[src/rtl/ttt_pkg.sv]
// ttt_pkg: cell indices, line and preference tables, FSM states and turn decode for the autoplayer
package ttt_pkg;
    localparam logic [3:0] CELL_A = 4'd0, CELL_B = 4'd1, CELL_C = 4'd2;
    localparam logic [3:0] CELL_D = 4'd3, CELL_E = 4'd4, CELL_F = 4'd5;
    localparam logic [3:0] CELL_G = 4'd6, CELL_H = 4'd7, CELL_I = 4'd8;
    localparam logic [3:0] NO_MOVE = 4'hF;
    localparam logic [3:0] LINE [8][3] = '{
        '{CELL_A, CELL_B, CELL_C}, '{CELL_D, CELL_E, CELL_F}, '{CELL_G, CELL_H, CELL_I},
        '{CELL_A, CELL_D, CELL_G}, '{CELL_B, CELL_E, CELL_H}, '{CELL_C, CELL_F, CELL_I},
        '{CELL_A, CELL_E, CELL_I}, '{CELL_C, CELL_E, CELL_G}
    };
    localparam logic [3:0] PREF_ORDER [9] = '{
        CELL_E, CELL_A, CELL_C, CELL_G, CELL_I, CELL_B, CELL_D, CELL_F, CELL_H
    };
    typedef enum logic [2:0] {IDLE, SNAP, WIN, BLOCK, PREF, PRESS, GAP, ACK} state_t;
    // Contradictory turn flags (both or neither) never count as our turn.
    function automatic logic turn_of(input logic pa, input logic p1t, input logic p2t);
        return pa ? (p2t & ~p1t) : (p1t & ~p2t);
    endfunction
endpackage

[src/rtl/ttt_auto_player_if.sv]
// ttt_auto_player_if: board state and button bus between game (slave) and autoplayer (master)
interface ttt_auto_player_if;
    logic [8:0] p1_cells, p2_cells, btn;
    logic p1_turn, p2_turn, p1_win, p2_win, grid_full;
    modport master (output btn, input p1_cells, p2_cells, p1_turn, p2_turn, p1_win, p2_win, grid_full);
    modport slave (input btn, output p1_cells, p2_cells, p1_turn, p2_turn, p1_win, p2_win, grid_full);
endinterface

[src/rtl/ttt_line_eval.sv]
// ttt_line_eval: flags a line holding two marks and one empty cell, returning the empty cell
module ttt_line_eval
    import ttt_pkg::*;
(
    input  logic [8:0] mark,
    input  logic [8:0] empty,
    input  logic [2:0] line,
    output logic       hit,
    output logic [3:0] target
);
    logic [3:0] c0, c1, c2;
    assign c0 = LINE[line][0];
    assign c1 = LINE[line][1];
    assign c2 = LINE[line][2];
    always_comb begin
        target = (empty[c0] && mark[c1] && mark[c2]) ? c0 :
                 (empty[c1] && mark[c0] && mark[c2]) ? c1 :
                 (empty[c2] && mark[c0] && mark[c1]) ? c2 : NO_MOVE;
    end
    assign hit = target != NO_MOVE;
endmodule

[src/rtl/ttt_auto_player.sv]
// ttt_auto_player: searches win > block > preference on a board snapshot, then pulses one button
module ttt_auto_player
    import ttt_pkg::*;
#(
    parameter int PRESS_CYCLES = 4,
    parameter int GAP_CYCLES   = 2,
    parameter int ACK_TIMEOUT  = 64
) (
    input  logic                    clk,
    input  logic                    reset_n,
    input  logic                    enable,
    input  logic                    play_as,
    ttt_auto_player_if.master       game,
    output logic                    busy,
    output logic [3:0]              last_move,
    output logic                    err
);
    state_t     state;
    logic [7:0] cnt;
    logic       pa_q, early, my_turn, over, line_hit, sel_hit;
    logic [8:0] mine, theirs, empty;
    logic [3:0] line_tgt, pref_cell, sel_cell;
    assign my_turn   = turn_of(state == IDLE ? play_as : pa_q, game.p1_turn, game.p2_turn);
    assign over      = game.p1_win | game.p2_win | game.grid_full;
    assign busy      = state != IDLE;
    assign pref_cell = PREF_ORDER[cnt[3:0]];
    assign sel_hit   = state == PREF ? empty[pref_cell] : line_hit;
    assign sel_cell  = state == PREF ? pref_cell : line_tgt;
    ttt_line_eval u_line_eval (
        .mark   (state == BLOCK ? theirs : mine),
        .empty  (empty),
        .line   (cnt[2:0]),
        .hit    (line_hit),
        .target (line_tgt)
    );
    always_ff @(posedge clk or negedge reset_n) begin
        if (!reset_n) begin
            state     <= IDLE;
            cnt       <= '0;
            pa_q      <= 1'b0;
            early     <= 1'b0;
            mine      <= '0;
            theirs    <= '0;
            empty     <= '0;
            game.btn  <= '0;
            last_move <= NO_MOVE;
            err       <= 1'b0;
        end else if (state != IDLE && (!enable || over)) begin
            state    <= IDLE;
            cnt      <= '0;
            game.btn <= '0;
        end else begin
            case (state)
                IDLE: if (enable && my_turn && !over) begin
                    state <= SNAP;
                    pa_q  <= play_as;
                end
                SNAP: if (!my_turn) state <= IDLE;
                else begin
                    mine   <= pa_q ? game.p2_cells : game.p1_cells;
                    theirs <= pa_q ? game.p1_cells : game.p2_cells;
                    empty  <= ~(game.p1_cells | game.p2_cells);
                    cnt    <= '0;
                    state  <= WIN;
                end
                WIN, BLOCK, PREF: if (!my_turn) begin
                    state <= IDLE;
                    cnt   <= '0;
                end else if (sel_hit) begin
                    state     <= PRESS;
                    game.btn  <= 9'b1 << sel_cell;
                    last_move <= sel_cell;
                    early     <= 1'b0;
                    cnt       <= '0;
                end else if (state == PREF && cnt == 8'd8) begin
                    state <= IDLE;
                    cnt   <= '0;
                end else if (state != PREF && cnt == 8'd7) begin
                    state <= state == WIN ? BLOCK : PREF;
                    cnt   <= '0;
                end else cnt <= cnt + 8'd1;
                PRESS: begin
                    early <= early | ~my_turn;
                    if (cnt == 8'(PRESS_CYCLES - 1)) begin
                        state    <= GAP;
                        game.btn <= '0;
                        cnt      <= '0;
                    end else cnt <= cnt + 8'd1;
                end
                // A handover seen while pressing counts as the ack once the gap completes.
                GAP: begin
                    early <= early | ~my_turn;
                    if (cnt == 8'(GAP_CYCLES - 1)) begin
                        state <= (early || !my_turn) ? IDLE : ACK;
                        cnt   <= '0;
                    end else cnt <= cnt + 8'd1;
                end
                ACK: if (!my_turn) begin
                    state <= IDLE;
                    cnt   <= '0;
                end else if (cnt == 8'(ACK_TIMEOUT - 1)) begin
                    err   <= 1'b1;
                    state <= IDLE;
                    cnt   <= '0;
                end else cnt <= cnt + 8'd1;
                default: state <= IDLE;
            endcase
        end
    end
endmodule
[src/flat_wrapper.sv]
// flat-port wrapper written by rule: the top's interface ports become plain ports
module ttt_auto_player_flat import ttt_pkg::*;
#(
    parameter int PRESS_CYCLES = 4,
    parameter int GAP_CYCLES   = 2,
    parameter int ACK_TIMEOUT  = 64
)
  (clk, reset_n, enable, play_as, busy, last_move, err, game_btn, game_p1_cells, game_p2_cells, game_p1_turn, game_p2_turn, game_p1_win, game_p2_win, game_grid_full);
  ttt_auto_player_if game_i ();
  input  logic clk;
  input  logic reset_n;
  input  logic enable;
  input  logic play_as;
  output logic busy;
  output logic [3:0] last_move;
  output logic err;
  output wire logic [$bits(game_i.btn)-1:0] game_btn;
  input wire logic [$bits(game_i.p1_cells)-1:0] game_p1_cells;
  input wire logic [$bits(game_i.p2_cells)-1:0] game_p2_cells;
  input wire logic [$bits(game_i.p1_turn)-1:0] game_p1_turn;
  input wire logic [$bits(game_i.p2_turn)-1:0] game_p2_turn;
  input wire logic [$bits(game_i.p1_win)-1:0] game_p1_win;
  input wire logic [$bits(game_i.p2_win)-1:0] game_p2_win;
  input wire logic [$bits(game_i.grid_full)-1:0] game_grid_full;
  assign game_btn = game_i.btn;
  assign game_i.p1_cells = game_p1_cells;
  assign game_i.p2_cells = game_p2_cells;
  assign game_i.p1_turn = game_p1_turn;
  assign game_i.p2_turn = game_p2_turn;
  assign game_i.p1_win = game_p1_win;
  assign game_i.p2_win = game_p2_win;
  assign game_i.grid_full = game_grid_full;
  ttt_auto_player #(.PRESS_CYCLES(PRESS_CYCLES), .GAP_CYCLES(GAP_CYCLES), .ACK_TIMEOUT(ACK_TIMEOUT)) u_core (.clk(clk), .reset_n(reset_n), .enable(enable), .play_as(play_as), .game(game_i), .busy(busy), .last_move(last_move), .err(err));
endmodule
[config.mk]
export PLATFORM = sky130hd
export DESIGN_NAME = ttt_auto_player_flat
export DESIGN_NICKNAME = d
export VERILOG_FILES = /design/src/rtl/ttt_pkg.sv /design/src/rtl/ttt_auto_player_if.sv /design/src/rtl/ttt_line_eval.sv /design/src/rtl/ttt_auto_player.sv /design/src/flat_wrapper.sv
export SDC_FILE = /design/constraint.sdc
export NUM_CORES = 1
export LEC_CHECK = 0
export CORE_MARGIN = 5
export CORE_UTILIZATION = 25
export DETAILED_ROUTE_END_ITERATION = 8
export GPL_TIMING_DRIVEN = 0
export PLACE_DENSITY_LB_ADDON = 0.12
export SLEW_MARGIN = 20
export SYNTH_ARGS = -nofsm -noshare
export SYNTH_HDL_FRONTEND = slang
export SYNTH_SLANG_ARGS = --single-unit
[constraint.sdc]
create_clock -name clk -period 4.2 [get_ports clk]
set_input_delay 0.42 -clock clk [delete_from_list [all_inputs] [get_ports clk]]
set_output_delay 0.42 -clock clk [all_outputs]
set_load 0.02 [all_outputs]
* Word-level counts from Yosys, hierarchy flattened
Memories as Yosys holds them, arrays and structs flattened.
Cells that the tools add are included.
** Storage, ports and cells
- Input bits :: 27
- ROM bits :: 160
- Word-level logic and storage cells :: 149
- Bits in registers :: 54
- Output and inout port bits :: 15
- Memories kept :: 2
** Cells by class
- Magnitude comparators :: 6
- Multiplexer cells :: 61
- Eq/ne operators :: 24
- Bitwise operators :: 13
- Reductions and logical operators :: 31
- $add $sub $neg :: 1
- Shifts and indexed selects :: 1
** Memories
- (name not given) :: depth 8, bits a word 12, read ports 1, clocked after Yosys merged registers in 0, write ports 0, RTL line ttt_line_eval.sv:14 : assign c2 = LINE[line][2];
- (name not given) :: depth 16, bits a word 4, read ports 1, clocked after Yosys merged registers in 0, write ports 0, RTL line ttt_auto_player.sv:26 : assign pref_cell = PREF_ORDER[cnt[3:0]];
** Operators by type and width (count)
- 8-bit 2-to-1 mux :: 10
- 9-bit 2-to-1 mux :: 7
- 8-bit one-hot mux with 5 select lines :: 1
- 3-bit 2-to-1 mux :: 12
- 1-bit binary-select mux with 4-bit select :: 7
- 12-bit 2-to-1 mux :: 2
- 4-bit 2-to-1 mux :: 6
- 4-bit by 5-bit less-than comparator with 1-bit output (second input constant) :: 4
- 3-bit one-hot mux with 6 select lines :: 1
- 9-bit one-hot mux with 2 select lines :: 1
- 4-bit AND reduction :: 4
- 3-bit by 1-bit != test with 1-bit output (second input constant) :: 5
- 3-bit == test (second input constant) :: 4
- 1-bit 2-to-1 mux :: 12
- 1-bit logical AND :: 11
- 9-bit inverter :: 1
- 9-bit bitwise OR :: 1
- 1-bit by 4-bit left shift with 9-bit output (first input constant) :: 1
- 8-bit by 1-bit adder with 8-bit output (second input constant) :: 1
- 8-bit by 1-bit == test with 1-bit output (second input constant) :: 1
- 8-bit by 2-bit == test with 1-bit output (second input constant) :: 1
- 8-bit by 3-bit == test with 1-bit output (second input constant) :: 1
- 8-bit by 4-bit == test with 1-bit output (second input constant) :: 1
- 8-bit by 6-bit == test with 1-bit output (second input constant) :: 1
- 26 further kinds :: 41

* Logic depth before layout (Yosys ltp)
Gate-level depths: netlist (run 1).
- Word-level depth :: 17
- Gate-level depth with buffers :: 15

* Modules after synthesis
Synthesis (run 1) repeated with hierarchy kept, for this count alone.
** Unflattened totals
- Cells, all modules :: 465
- Area, all modules :: 4191.5 um2
** By module, submodules not included
- ttt_auto_player :: cells an instance 362, area each 3397.0 um2, instances 1, sequential area each 1356.3 um2
- ttt_line_eval :: cells an instance 103, area each 794.5 um2, instances 1, sequential area each 0.0 um2

* Worst setup path after synthesis (run 1)
No wires, ideal clock.
- Path type :: reg-to-reg
- From :: register u_core.cnt[0]
- To :: register u_core.last_move[0]
- Arrival :: 3.538 ns
- Cell stages (with the launch flop) :: 15
- Path buffers :: 3
- Required time :: 4.118 ns
- Slack :: 0.580 ns
- Path through :: dfrtp_1 -> clkbuf_1 -> inv_1 -> ha_1 -> nor2_1 -> or3_1 -> clkbuf_1 -> mux4_2 -> nor3b_1 -> o31a_1 -> a31oi_2 -> nor2b_1 -> or4_1 -> buf_4 -> mux2_4
** Between the ends
- Longest elaborated chain between the ends :: 14
- Elaborated cells on any way between the ends :: 35
** RTL lines
- start: declaration :: RTL line ttt_auto_player.sv:19 : logic [7:0] cnt;
- start signal: assignment :: RTL line ttt_auto_player.sv:81 : end else cnt <= cnt + 8'd1;
- start signal: assignment :: RTL line ttt_auto_player.sv:88 : end else cnt <= cnt + 8'd1;
- start signal: assignment :: RTL line ttt_auto_player.sv:96 : end else cnt <= cnt + 8'd1;
- 3-bit inverter with 4-bit output (implied by the code) :: RTL line ttt_line_eval.sv:12, ttt_line_eval.sv:13, ttt_line_eval.sv:14
- memory read 8 x 12 bit
- 12-bit 2-to-1 mux (implied by the code) (2 in series) :: RTL line ttt_line_eval.sv:14
- 1-bit binary-select mux with 4-bit select (on tied branches) :: RTL line ttt_line_eval.sv:18, ttt_line_eval.sv:17
- 1-bit 2-to-1 mux (on tied branches) :: RTL line ttt_line_eval.sv:18, ttt_line_eval.sv:17
- 1-bit logical AND (2 in series) :: RTL line ttt_line_eval.sv:18 : (empty[c2] && mark[c0] && mark[c1]) ? c2 : NO_MOVE;
- 4-bit 2-to-1 mux :: RTL line ttt_line_eval.sv:18
- 4-bit 2-to-1 mux :: RTL line ttt_line_eval.sv:17 : (empty[c1] && mark[c0] && mark[c2]) ? c1 :
- 4-bit 2-to-1 mux :: RTL line ttt_line_eval.sv:16 : target = (empty[c0] && mark[c1] && mark[c2]) ? c0 :
- 4-bit != test :: RTL line ttt_line_eval.sv:20 : assign hit = target != NO_MOVE;
- 1-bit 2-to-1 mux :: RTL line ttt_auto_player.sv:27 : assign sel_hit = state == PREF ? empty[pref_cell] : line_hit;
- 4-bit AND reduction (no line)
- end signal: assignment :: RTL line ttt_auto_player.sv:72 : last_move <= sel_cell;
- end: declaration :: RTL line ttt_auto_player.sv:15 : output logic [3:0] last_move,
Parallel ways exist; a longest one is shown, timed or not. The select of a mux whose other input is x is not followed.
A chain may end at the register's enable or synchronous reset.

* Worst setup path after layout (run 1)
- From :: register u_core.cnt[1]
- To :: register u_core.last_move[2]
Same word-level chain as after synthesis.

==> results of run 1 <==
synthesized netlist by cell type (7+ instances only):
library cell and number:
nand2_1 66, dfrtp_1 50, mux2i_1 40, o21ai_0 35, nor2_1 20, o31ai_1 18
clkbuf_1 15, a21oi_1 14, nor2b_1 12, a211oi_1 11, inv_1 11, nand3_1 11
nor3_1 8, a22oi_1 7
power by group:
part           switching, W  internal [W]  leakage, nW  total [W]
Combinational     0.0000629     0.0000581         1.09   0.000121
Sequential       0.00000358      0.000525        0.738   0.000528
Clock              0.000191      0.000282       0.0781   0.000473
Total              0.000257      0.000865         1.91    0.00112
cells by family after synthesis:
group / Yosys count
mux: 50
buf+inv: 38
xor+xnor: 3
simple gates: 156
compound gates: 133
fa+ha+maj: 6
flops: 54
worst min-delay path by stage:
stage | startpoint | end | depth (start not counted)
floorplan | reset_n | u_core.cnt[0]$_DFFE_PN0P_ | 0
global placement | u_core.err$_DFFE_PN0P_ | u_core.err$_DFFE_PN0P_ | 1
detailed placement | reset_n | u_core.game.btn[5]$_DFFE_PN0P_ | 1
CTS | reset_n | u_core.game.btn[5]$_DFFE_PN0P_ | 1
global route | reset_n | u_core.game.btn[4]$_DFFE_PN0P_ | 1
finish | reset_n | u_core.game.btn[5]$_DFFE_PN0P_ | 1
worst max-delay path, delay by kind of cell, from the launching register on:
kind / cells / cell delay (ns)
multiplexers: 2 / 0.56
AND/OR/NAND/NOR: 4 / 0.94
adder cells (fa/ha/maj): 1 / 0.34
flip-flops: 1 / 0.45
buffers and inverters: 3 / 0.61
AO/OA/AOI/OAI: 4 / 1.04
cells in the final DEF (no fill, tap or decap), types with 3 or more instances in the layout:
| master | n |
|---|---|
| a211oi_1 | 10 |
| a32oi_1 | 4 |
| nor3_1 | 8 |
| mux2i_1 | 40 |
| a22o_1 | 3 |
| clkbuf_16 | 5 |
| o31ai_1 | 18 |
| clkdlybuf4s50_1 | 40 |
| a21oi_1 | 11 |
| a31oi_1 | 5 |
| a221oi_1 | 5 |
| nor2b_1 | 11 |
| dfstp_2 | 4 |
| inv_1 | 11 |
| mux2_4 | 4 |
| clkbuf_1 | 14 |
| o21ai_0 | 34 |
| dfrtp_1 | 50 |
| buf_4 | 7 |
| nand2_1 | 66 |
| buf_2 | 6 |
| mux2_2 | 4 |
| nand3b_1 | 3 |
| a22oi_1 | 7 |
| nand3_1 | 11 |
| nor2_1 | 19 |
| nand4_1 | 5 |
| and2_1 | 5 |
| ha_1 | 4 |
| a21o_1 | 3 |
| nand2b_1 | 6 |
layout make-up:
type | instances | area [µm²] | share of cell area, %
Buffer | 26 | 126 | 2.62
Clock buffer | 7 | 133 | 2.75
Clock inverter | 1 | 30.0 | 0.622
Inverter | 11 | 41.3 | 0.856
Multi-Input combinational cell | 348 | 2440 | 50.6
Sequential cell | 54 | 1360 | 28.1
Tap cell | 211 | 264 | 5.47
Timing Repair Buffer | 43 | 435 | 9.02
metrics by stage:
step	std cells	cell area, µm²	setup TNS, ns
finish	701	4830	0
global route	701	4830	-0.0203
global placement	692	4570	-6.06
floorplan	440	3890	0
detailed placement	693	4580	-4.78
CTS	701	4770	0
sequential cells by signal (all words and copies together), names as in the netlist:
register and cells:
u_core.cnt 8, u_core.game.btn 9, u_core.pa_q 1, u_core.early 1, u_core.empty 9, u_core.theirs 9, u_core.mine 9, u_core.err 1
u_core.state 3, u_core.last_move 4
per-layer routing:
| metal | part of all wire (%) | vias up | routed length, µm | GRT usage, % |
|---|---|---|---|---|
| met3 | 4.9 | 14 | 603 | 2.65 |
| met5 | 0 | - | 0 | 0 |
| met1 | 48 | 1716 | 5920 | 19.6 |
| met2 | 45 | 91 | 5580 | 21.3 |
| li1 | - | 1749 | - | - |
| met4 | 1.7 | 0 | 211 | 4.36 |
timing repair:
action,in CTS,in global routing
setup endpoints to repair,24,23
gates resized for setup,6,11
hold buffers,0,0
setup buffers,0,1
pin swaps,0,1
==> results.py, run 1 <==
metrics = {
    "grt": {
        "wire_length_of_the_first_global_routing_pass_mm": 19.9,
        "antenna_found_initial": 0,
        "grt_overflow": 0,
        "grt_pass1_vias": 3590,
        "gr-usage-all-layers_pct": 13.8,
        "grt_start_max_net_pins": 29,
    },
    "power": {
        "pwr_density_cell_mw_per_mm2": 233,
        "irDropWorstVdd_uv": 135,
        "total_power_w": 0.00112,
        "leakage_nw": 1.91,
    },
    "synthesis": {
        "seq_area_frac_synth_pct": 34.8,
        "synth_simple_gate_area_share_pct": 20.3,
        "syn-cell-area_mm2": 0.00389,
        "synth-edff-count": 0,
        "synth_top_family_by_area": "compound AO/OA/AOI/OAI gates",
        "synth_cell_type_count": 71,
        "synth_xor_xnor_area_share_pct": 0.675,
        "portion_of_netlist_area_occupied_by_mux_cells_pct": 13.8,
        "yosys-top-cells-area": "dfrtp_1 32%, mux2i_1 10%, nand2_1 6.4%",
        "synth-main-ff-cell": "dfrtp_1",
        "synth_compound_gate_area_share_pct": 24.1,
        "ys_async_sr_fraction_pct": 100,
        "syn_nets": 473,
        "synthCells": 440,
        "synthDominantCellAreaShare_pct": 32.1,
        "ys_ff_latch": 54,
        "yosysWarnings": 0,
        "synth_largest_area_cell": "dfrtp_1",
        "synth_area_per_cell_um2": 8.85,
        "synth-adder-area-share_pct": 1.93,
    },
    "layout": {
        "area_delta_synth_final_pct": 24.0,
        "fin_util_pct": 31.6,
        "diodes": 0,
        "layout-drive-gt1-share_pct": 12.2,
        "nNetsFinal": 522,
        "fillCellCount": 1651,
    },
    "timing": {
        "holdWs_ns": 0.0346,
        "finalHoldViolCount": 0,
        "worst_clock_skew_ns": 0.00797,
        "setup_repair_after_global_routing_missed_its_margin": "true",
        "final_max_tran_viols": 0,
        "tightest_pin_transition_ns": 0.859,
        "min_period_over_period_pct": 95.8,
        "clock.fmax_mhz": 249,
        "timing.final.crit_period_ns": 4.02,
        "worst_slack_ns": 0.177,
        "maxSlewHeadroom_pct": 42.8,
        "report.final.setup_viol": 0,
    },
    "setup_path": {
        "reg2reg_setup_slack_ns": 0.18,
        "rr_endpoint": "u_core.last_move[2]$_DFFE_PN1P_",
        "critical-path-top-cell-by-count": "nor2b_1",
        "critPathSlowestCell": "or4_1",
        "worstReg2RegStart": "u_core.cnt[1]$_DFFE_PN0P_",
        "timing.critical_path.fanout_max": 10,
        "setup.worst_path.end_class": "register",
        "endpoint_of_the_worst_setup_timing_path": "u_core.last_move[2]$_DFFE_PN1P_",
        "worstRegToRegCells": 14,
        "cpPeakStageDelay_ns": 0.47,
        "path_cells": "buf_2 > inv_1 > ha_2 > nor2b_1 > a21oi_4 > mux2i_1 > a32oi_1 > a21oi_2 > nand3b_1 > a31oi_4 > nor2b_1 > or4_1 > buf_4 > mux2_4",
        "critPathArrivalTime_ns": 4.25,
        "critical_path_required_ns": 4.43,
        "crit_path_start_kind": "register",
        "worstSetupStartpoint": "u_core.cnt[1]$_DFFE_PN0P_",
        "criticalPathCategory": "reg -> reg",
    },
    "cts": {
        "skew_pair_late_insertion_delay_ns": 0.30,
        "htreeDepth": 2,
        "cts_buffer_depth": 2,
        "tritoncts": "done",
        "root_buffer": "clkbuf_16",
        "numCtsBuffers": 5,
        "cts.sinks": 54,
        "clk_transition_reported_paths_ns": 0.07,
    },
    "placed_design": {
        "count_of_buffers_from_port_buffering": 41,
        "dp_hpwl_mm": 9.61,
        "place_congestion": 0.836,
        "dpl_worst_slack_ns": -0.278,
    },
    "route": {
        "drt_pass1_iterations": 4,
        "drt_iter0_drc": 221,
        "postRouteWirelength_mm": 12.3,
        "drt_drc_violations_left": 0,
        "vias_per_cell": 5.09,
        "route.vias.total": 3570,
        "mean_routed_wirelength_per_cell_um": 17.6,
        "antenna_left": 0,
    },
    "floorplan": {
        "dieHeight_um": 135,
        "die_area_mm2": 0.0182,
        "chipWidth_um": 135,
        "rows": 45,
        "coreArea_mm2": 0.0153,
        "initial_utilization_pct": 25.5,
        "pin_count": 42,
    },
    "min_path": {
        "holdCritPathClass": "in -> async",
    },
    "status": {
        "outcome": "finished, final reports clean",
    },
    "job": {
        "cap_violations": 0,
    },
}
Note: power is estimated with default switching activity, not from simulation.
==> run 2, diff against run 1 <==
--- a/config.mk
+++ b/config.mk
@@ -10,7 +10,6 @@
 export DETAILED_ROUTE_END_ITERATION = 8
 export GPL_TIMING_DRIVEN = 0
 export PLACE_DENSITY_LB_ADDON = 0.12
-export SLEW_MARGIN = 20
 export SYNTH_ARGS = -nofsm -noshare
 export SYNTH_HDL_FRONTEND = slang
 export SYNTH_SLANG_ARGS = --single-unit
==> constraint.sdc (replaced) <==
create_clock -name clk -period 4.8 [get_ports clk]
set_input_delay 0.48 -clock clk [delete_from_list [all_inputs] [get_ports clk]]
set_output_delay 0.48 -clock clk [all_outputs]
set_load 0.02 [all_outputs]
==> run 2 against run 1 <==
Effect of this change: sequential power shrank 13%; count of clock-buffer cells in the layout is the same; flip-flop and latch count is the same; global-route usage shrank 0.15 points; die area is the same; final area shrank 1.7%.
==> results.py, run 2 (synthesis gave the netlist of run 1 again) <==
metrics = {
    "placed_design": {
        "dp_hpwl_mm": 9.60,
        "place_congestion": 0.836,
        "placedCellCount": 693,
        "dpl_worst_slack_ns": 0.322,
        "count_of_buffers_from_port_buffering": 41,
    },
    "floorplan": {
        "rows": 45,
        "coreArea_mm2": 0.0153,
        "pin_count": 42,
        "dieHeight_um": 135,
        "chipWidth_um": 135,
        "die_area_mm2": 0.0182,
        "initial_utilization_pct": 25.5,
    },
    "route": {
        "postRouteWirelength_mm": 12.3,
        "vias_per_cell": 5.14,
        "mean_routed_wirelength_per_cell_um": 17.5,
        "antenna_left": 0,
        "drt_iter0_drc": 255,
        "route.vias.total": 3602,
        "drt_drc_violations_left": 0,
        "drt_pass1_iterations": 5,
    },
    "timing": {
        "tns_ns": 0,
        "worst_clock_skew_ns": 0.00861,
        "min_period_over_period_pct": 93.5,
        "final_max_tran_viols": 0,
        "setup_repair_after_global_routing_missed_its_margin": "false",
        "timing.final.crit_period_ns": 4.49,
        "tightest_pin_transition_ns": 1.19,
        "report.final.setup_viol": 0,
        "clock.fmax_mhz": 223,
        "maxSlewHeadroom_pct": 20.2,
        "worst_slack_ns": 0.312,
        "finalHoldViolCount": 0,
    },
    "cts": {
        "cts_buffer_depth": 2,
        "cts_post_setup_buffers_inserted": 0,
        "cts.sinks": 54,
        "skew_pair_late_insertion_delay_ns": 0.30,
        "htreeDepth": 2,
        "numCtsBuffers": 5,
        "tritoncts": "done",
        "root_buffer": "clkbuf_16",
        "clk_transition_reported_paths_ns": 0.07,
        "postCtsHoldBufs": 0,
        "post_cts_resized": 0,
    },
    "layout": {
        "layout-drive-gt1-share_pct": 9.59,
        "most-common-layout-cells": "66 x nand2_1, 50 x dfrtp_1, 40 x mux2i_1, 40 x clkdlybuf4s50_1, 35 x o21ai_0",
        "seqCellArea_mm2": 0.00136,
        "area_delta_synth_final_pct": 21.9,
        "diodes": 0,
        "final_cell_count_without_fillers": 701,
        "fin_util_pct": 31.1,
        "fillCellCount": 1650,
        "layout.cells.most_common": "nand2_1",
        "multi_input_area_mm2": 0.00237,
        "nNetsFinal": 522,
    },
    "setup_path": {
        "crit_path_start_kind": "register",
        "reg2reg_setup_slack_ns": 0.31,
        "critical_path_required_ns": 5.03,
        "critPathSlowestCell": "a21oi_1",
        "path_cells": "buf_2 > inv_1 > ha_1 > nor2b_1 > a21oi_1 > mux2i_1 > a32oi_1 > a21oi_1 > nand2_1 > a31oi_4 > nor2b_1 > or4_1 > buf_4 > mux2_4",
        "cpPeakStageDelay_ns": 0.60,
        "setup.worst_path.end_class": "register",
        "worst-path-buf-inv": 3,
        "criticalPathCategory": "reg -> reg",
        "critPathArrivalTime_ns": 4.72,
        "timing.critical_path.fanout_max": 10,
        "path_delay_family": "compound AO/OA/AOI/OAI gates",
    },
    "power": {
        "sw_frac_of_total_pct": 23.0,
        "leakage_nw": 1.88,
        "pwr_density_cell_mw_per_mm2": 207,
        "combinational_group_share_of_total_power_pct": 10.6,
        "total_power_w": 0.000982,
        "clock_power_share_pct": 42.3,
        "cell_internal_pwr_w": 0.000756,
        "p_switching_w": 0.000226,
        "irDropWorstVdd_uv": 128,
        "seqPwrFrac_pct": 47.1,
    },
    "grt": {
        "grt_pass1_vias": 3497,
        "grt-busiest-layer": "met2",
        "gr-usage-all-layers_pct": 13.7,
        "grt_start_max_net_pins": 29,
        "grt_overflow": 0,
        "met3_usage_pct": 2.68,
        "met1_usage_pct": 19.3,
        "antenna_found_initial": 0,
        "wire_length_of_the_first_global_routing_pass_mm": 19.6,
        "grt_util_met2_pct": 21.5,
    },
    "status": {
        "outcome": "finished, final reports clean",
    },
    "job": {
        "cap_violations": 0,
    },
    "min_path": {
        "holdCritPathClass": "in -> async",
    },
}
[run 2: changes by cell type in the layout (fill, tap and decap cells not counted), moves of 2 or more]
| cell | previous run | this run |
|---|---|---|
| a21oi_2 | 2 | 0 |
| ha_1 | 4 | 6 |
| buf_4 | 7 | 5 |
| clkbuf_1 | 14 | 16 |
| a21oi_1 | 11 | 14 |
| ha_2 | 2 | 0 |
[run 2: cell type report]
class,instances,area share (%)
Buffer,27,2.72
Clock buffer,7,2.79
Clock inverter,1,0.633
Inverter,11,0.870
Multi-Input combinational cell,348,49.9
Sequential cell,54,28.6
Tap cell,211,5.56
Timing Repair Buffer,42,8.96
[run 2: through the flow]
| stage | cell area, µm² | hold WS (ns) |
|---|---|---|
| finish | 4750 | 0.204 |
| global route | 4750 | 0.270 |
| CTS | 4740 | 0.224 |
| detailed placement | 4580 | 0.463 |
| global placement | 4570 | 0.457 |
| floorplan | 3890 | 0.184 |
[run 2: worst paths after layout]
path / from / end / cells past startpoint
min in group clk: u_core.err$_DFFE_PN0P_ / u_core.err$_DFFE_PN0P_ / 1
hold / removal: reset_n / u_core.game.btn[1]$_DFFE_PN0P_ / 1
setup / recovery: u_core.cnt[1]$_DFFE_PN0P_ / u_core.last_move[2]$_DFFE_PN1P_ / 14
max in group asynchronous: reset_n / u_core.last_move[3]$_DFFE_PN1P_ / 2
setup reg to reg: u_core.cnt[1]$_DFFE_PN0P_ / u_core.last_move[2]$_DFFE_PN1P_ / 14
hold reg to reg: u_core.err$_DFFE_PN0P_ / u_core.err$_DFFE_PN0P_ / 1
[run 2: metal layers]
metal  part of all wire [%]  vias up  wire length (µm)
met4                    1.6        0               190
met2                     46       78              5620
met3                    4.1       16               497
met5                      0        -                 0
li1                       -     1761                 -
met1                     49     1747              5950
[run 2: power groups by stage]
| stage | registers [W] | clock network, W | logic [W] |
|---|---|---|---|
| final | 0.000462 | 0.000416 | 0.000104 |
| after global routing | 0.000463 | 0.000447 | 0.000115 |
| after CTS | 0.000462 | 0.000437 | 0.000107 |
| after detailed placement | 0.000471 | 0 | 0.000106 |
| after global placement | 0.000471 | 0 | 0.000104 |
| after floorplan | 0.000470 | 0 | 0.0000526 |
[run 2: worst register-to-register path, stage by stage, from the launching register on]
cell and delay [ns]:
dfrtp_1 0.45, buf_2 0.21, inv_1 0.23, ha_1 0.38
nor2b_1 0.08, a21oi_1 0.60, mux2i_1 0.32, a32oi_1 0.17
a21oi_1 0.35, nand2_1 0.25, a31oi_4 0.30, nor2b_1 0.11
or4_1 0.48, buf_4 0.19, mux2_4 0.30
==> run 3, diff against run 2 <==
--- a/config.mk
+++ b/config.mk
@@ -7,8 +7,8 @@
 export LEC_CHECK = 0
 export CORE_MARGIN = 5
 export CORE_UTILIZATION = 25
+export CTS_BUF_LIST = sky130_fd_sc_hd__clkbuf_8
 export DETAILED_ROUTE_END_ITERATION = 8
-export GPL_TIMING_DRIVEN = 0
 export PLACE_DENSITY_LB_ADDON = 0.12
 export SYNTH_ARGS = -nofsm -noshare
 export SYNTH_HDL_FRONTEND = slang
==> run 3 against run 2 <==
Effect of this change: final cell count down 1.7%; largest power group unchanged; critical path depth down 3; worst hold slack improved by 0.077 ns; global-route usage is 0.64 points lower; clock skew is 0.0027 ns higher; first-iteration DRC count decreased by 9.4%.
==> results.py, run 3 (synthesis gave the netlist of run 1 again) <==
metrics = {
    "grt": {
        "grt_overflow": 0,
        "gr-usage-all-layers_pct": 13.0,
        "grt_pass1_vias": 3513,
        "antenna_found_initial": 0,
        "wire_length_of_the_first_global_routing_pass_mm": 18.9,
        "grt_start_max_net_pins": 55,
    },
    "route": {
        "antenna_left": 0,
        "drt_drc_violations_left": 0,
        "mean_routed_wirelength_per_cell_um": 17.1,
        "route.vias.total": 3502,
        "vias_per_cell": 5.08,
        "postRouteWirelength_mm": 11.8,
        "drt_pass1_iterations": 5,
        "drt_iter0_drc": 231,
    },
    "setup_path": {
        "path_cells": "inv_1 > ha_1 > nor2_1 > or3_1 > mux4_2 > nor3b_1 > o31a_1 > a31oi_2 > nand2_1 > o21ai_2 > o41ai_1",
        "critPathArrivalTime_ns": 4.34,
        "criticalPathCategory": "reg -> reg",
        "critPathSlowestCell": "dfrtp_1",
        "timing.critical_path.fanout_max": 18,
        "setup.worst_path.end_class": "register",
        "crit_path_start_kind": "register",
        "path_delay_family": "compound AO/OA/AOI/OAI gates",
        "cpPeakStageDelay_ns": 0.59,
        "worst-path-buf-inv": 1,
        "critical_path_required_ns": 4.99,
    },
    "cts": {
        "root_buffer": "clkbuf_8",
        "cts_buffer_depth": 2,
        "htreeDepth": 2,
        "cts_post_setup_buffers_inserted": 0,
        "post_cts_resized": 0,
        "tritoncts": "done",
        "skew_pair_late_insertion_delay_ns": 0.33,
        "postCtsHoldBufs": 0,
        "cts.sinks": 54,
        "numCtsBuffers": 5,
        "clk_transition_reported_paths_ns": 0.11,
    },
    "placed_design": {
        "place_congestion": 0.898,
        "dpl_worst_slack_ns": 0.664,
        "count_of_buffers_from_port_buffering": 41,
        "dp_hpwl_mm": 8.85,
        "placedCellCount": 681,
    },
    "timing": {
        "worst_slack_ns": 0.648,
        "maxSlewHeadroom_pct": 22.8,
        "min_period_over_period_pct": 86.5,
        "tightest_pin_transition_ns": 1.15,
        "tns_ns": 0,
        "clock.fmax_mhz": 241,
        "final_max_tran_viols": 0,
        "finalHoldViolCount": 0,
        "worst_clock_skew_ns": 0.0114,
        "report.final.setup_viol": 0,
        "setup_repair_after_global_routing_missed_its_margin": "false",
        "holdWs_ns": 0.281,
        "timing.final.crit_period_ns": 4.15,
    },
    "power": {
        "irDropWorstVdd_uv": 90.5,
        "pwr_density_cell_mw_per_mm2": 179,
        "total_power_w": 0.000834,
        "leakage_nw": 1.85,
    },
    "layout": {
        "fillCellCount": 1620,
        "most-common-layout-cells": "66 x nand2_1, 50 x dfrtp_1, 40 x mux2i_1, 40 x clkdlybuf4s50_1, 35 x o21ai_0",
        "nNetsFinal": 510,
        "layout.cells.most_common": "nand2_1",
        "layout-drive-gt1-share_pct": 10.9,
        "diodes": 0,
        "area_delta_synth_final_pct": 19.4,
        "final_cell_count_without_fillers": 689,
    },
    "min_path": {
        "holdCritPathClass": "in -> async",
    },
    "status": {
        "outcome": "finished, final reports clean",
    },
    "floorplan": {
        "initial_utilization_pct": 25.5,
        "chipWidth_um": 135,
        "coreArea_mm2": 0.0153,
        "rows": 45,
        "pin_count": 42,
        "dieHeight_um": 135,
        "die_area_mm2": 0.0182,
    },
    "job": {
        "cap_violations": 0,
    },
}
[run 3: cell count changes in the layout (fill, tap and decap cells not counted), sizes merged]
cell / previous run / this run
bufinv: 1 / 0
inv: 11 / 12
clkinv: 0 / 2
clkbuf: 22 / 5
buf: 14 / 17
[run 3: layout make-up]
cell class	instances	area (µm²)	area share [%]
inverters	11	41.3	0.889
clock buffers	5	68.8	1.48
flip-flops and latches	54	1360	29.2
clock inverters	3	17.5	0.377
repair buffers	57	526	11.3
well taps	211	264	5.68
multi-input cells	348	2370	51.1
[run 3: layer usage]
metal	share of wire (%)	vias to the layer above	global-route usage (%)	wire length (µm)
li1	-	1719	-	-
met1	49	1687	18.4	5780
met2	45	78	20.2	5290
met3	3.9	18	2.57	458
met4	1.9	0	4.02	220
met5	0	-	0	0
[run 3: report_power, final]
part	switching [W]	internal, W	total [W]
clock network	0.000170	0.000102	0.000271
logic	0.0000513	0.0000492	0.000100
registers	0.00000296	0.000459	0.000462
total	0.000224	0.000610	0.000834
[run 3: path summary, 6_finish.rpt]
path	from	to	slack [ns]	cells after the start
max	u_core.cnt[0]$_DFFE_PN0P_	u_core.game.btn[8]$_DFFE_PN0P_	0.65	11
min	reset_n	u_core.early$_DFFE_PN0P_	0.28	2
max reg2reg	u_core.cnt[0]$_DFFE_PN0P_	u_core.game.btn[8]$_DFFE_PN0P_	0.65	11
min reg2reg	u_core.last_move[3]$_DFFE_PN1P_	u_core.last_move[3]$_DFFE_PN1P_	0.47	2
max in group asynchronous	reset_n	u_core.pa_q$_DFFE_PN0P_	4.03	2
min in group clk	u_core.last_move[3]$_DFFE_PN1P_	u_core.last_move[3]$_DFFE_PN1P_	0.47	2
[run 3: metrics by stage]
stage | cell area [µm²] | utilization [%]
CTS | 4650 | 30.4
global route | 4650 | 30.4
finish | 4650 | 30.4
detailed placement | 4560 | 29.9
global placement | 4560 | 29.9
floorplan | 3890 | -
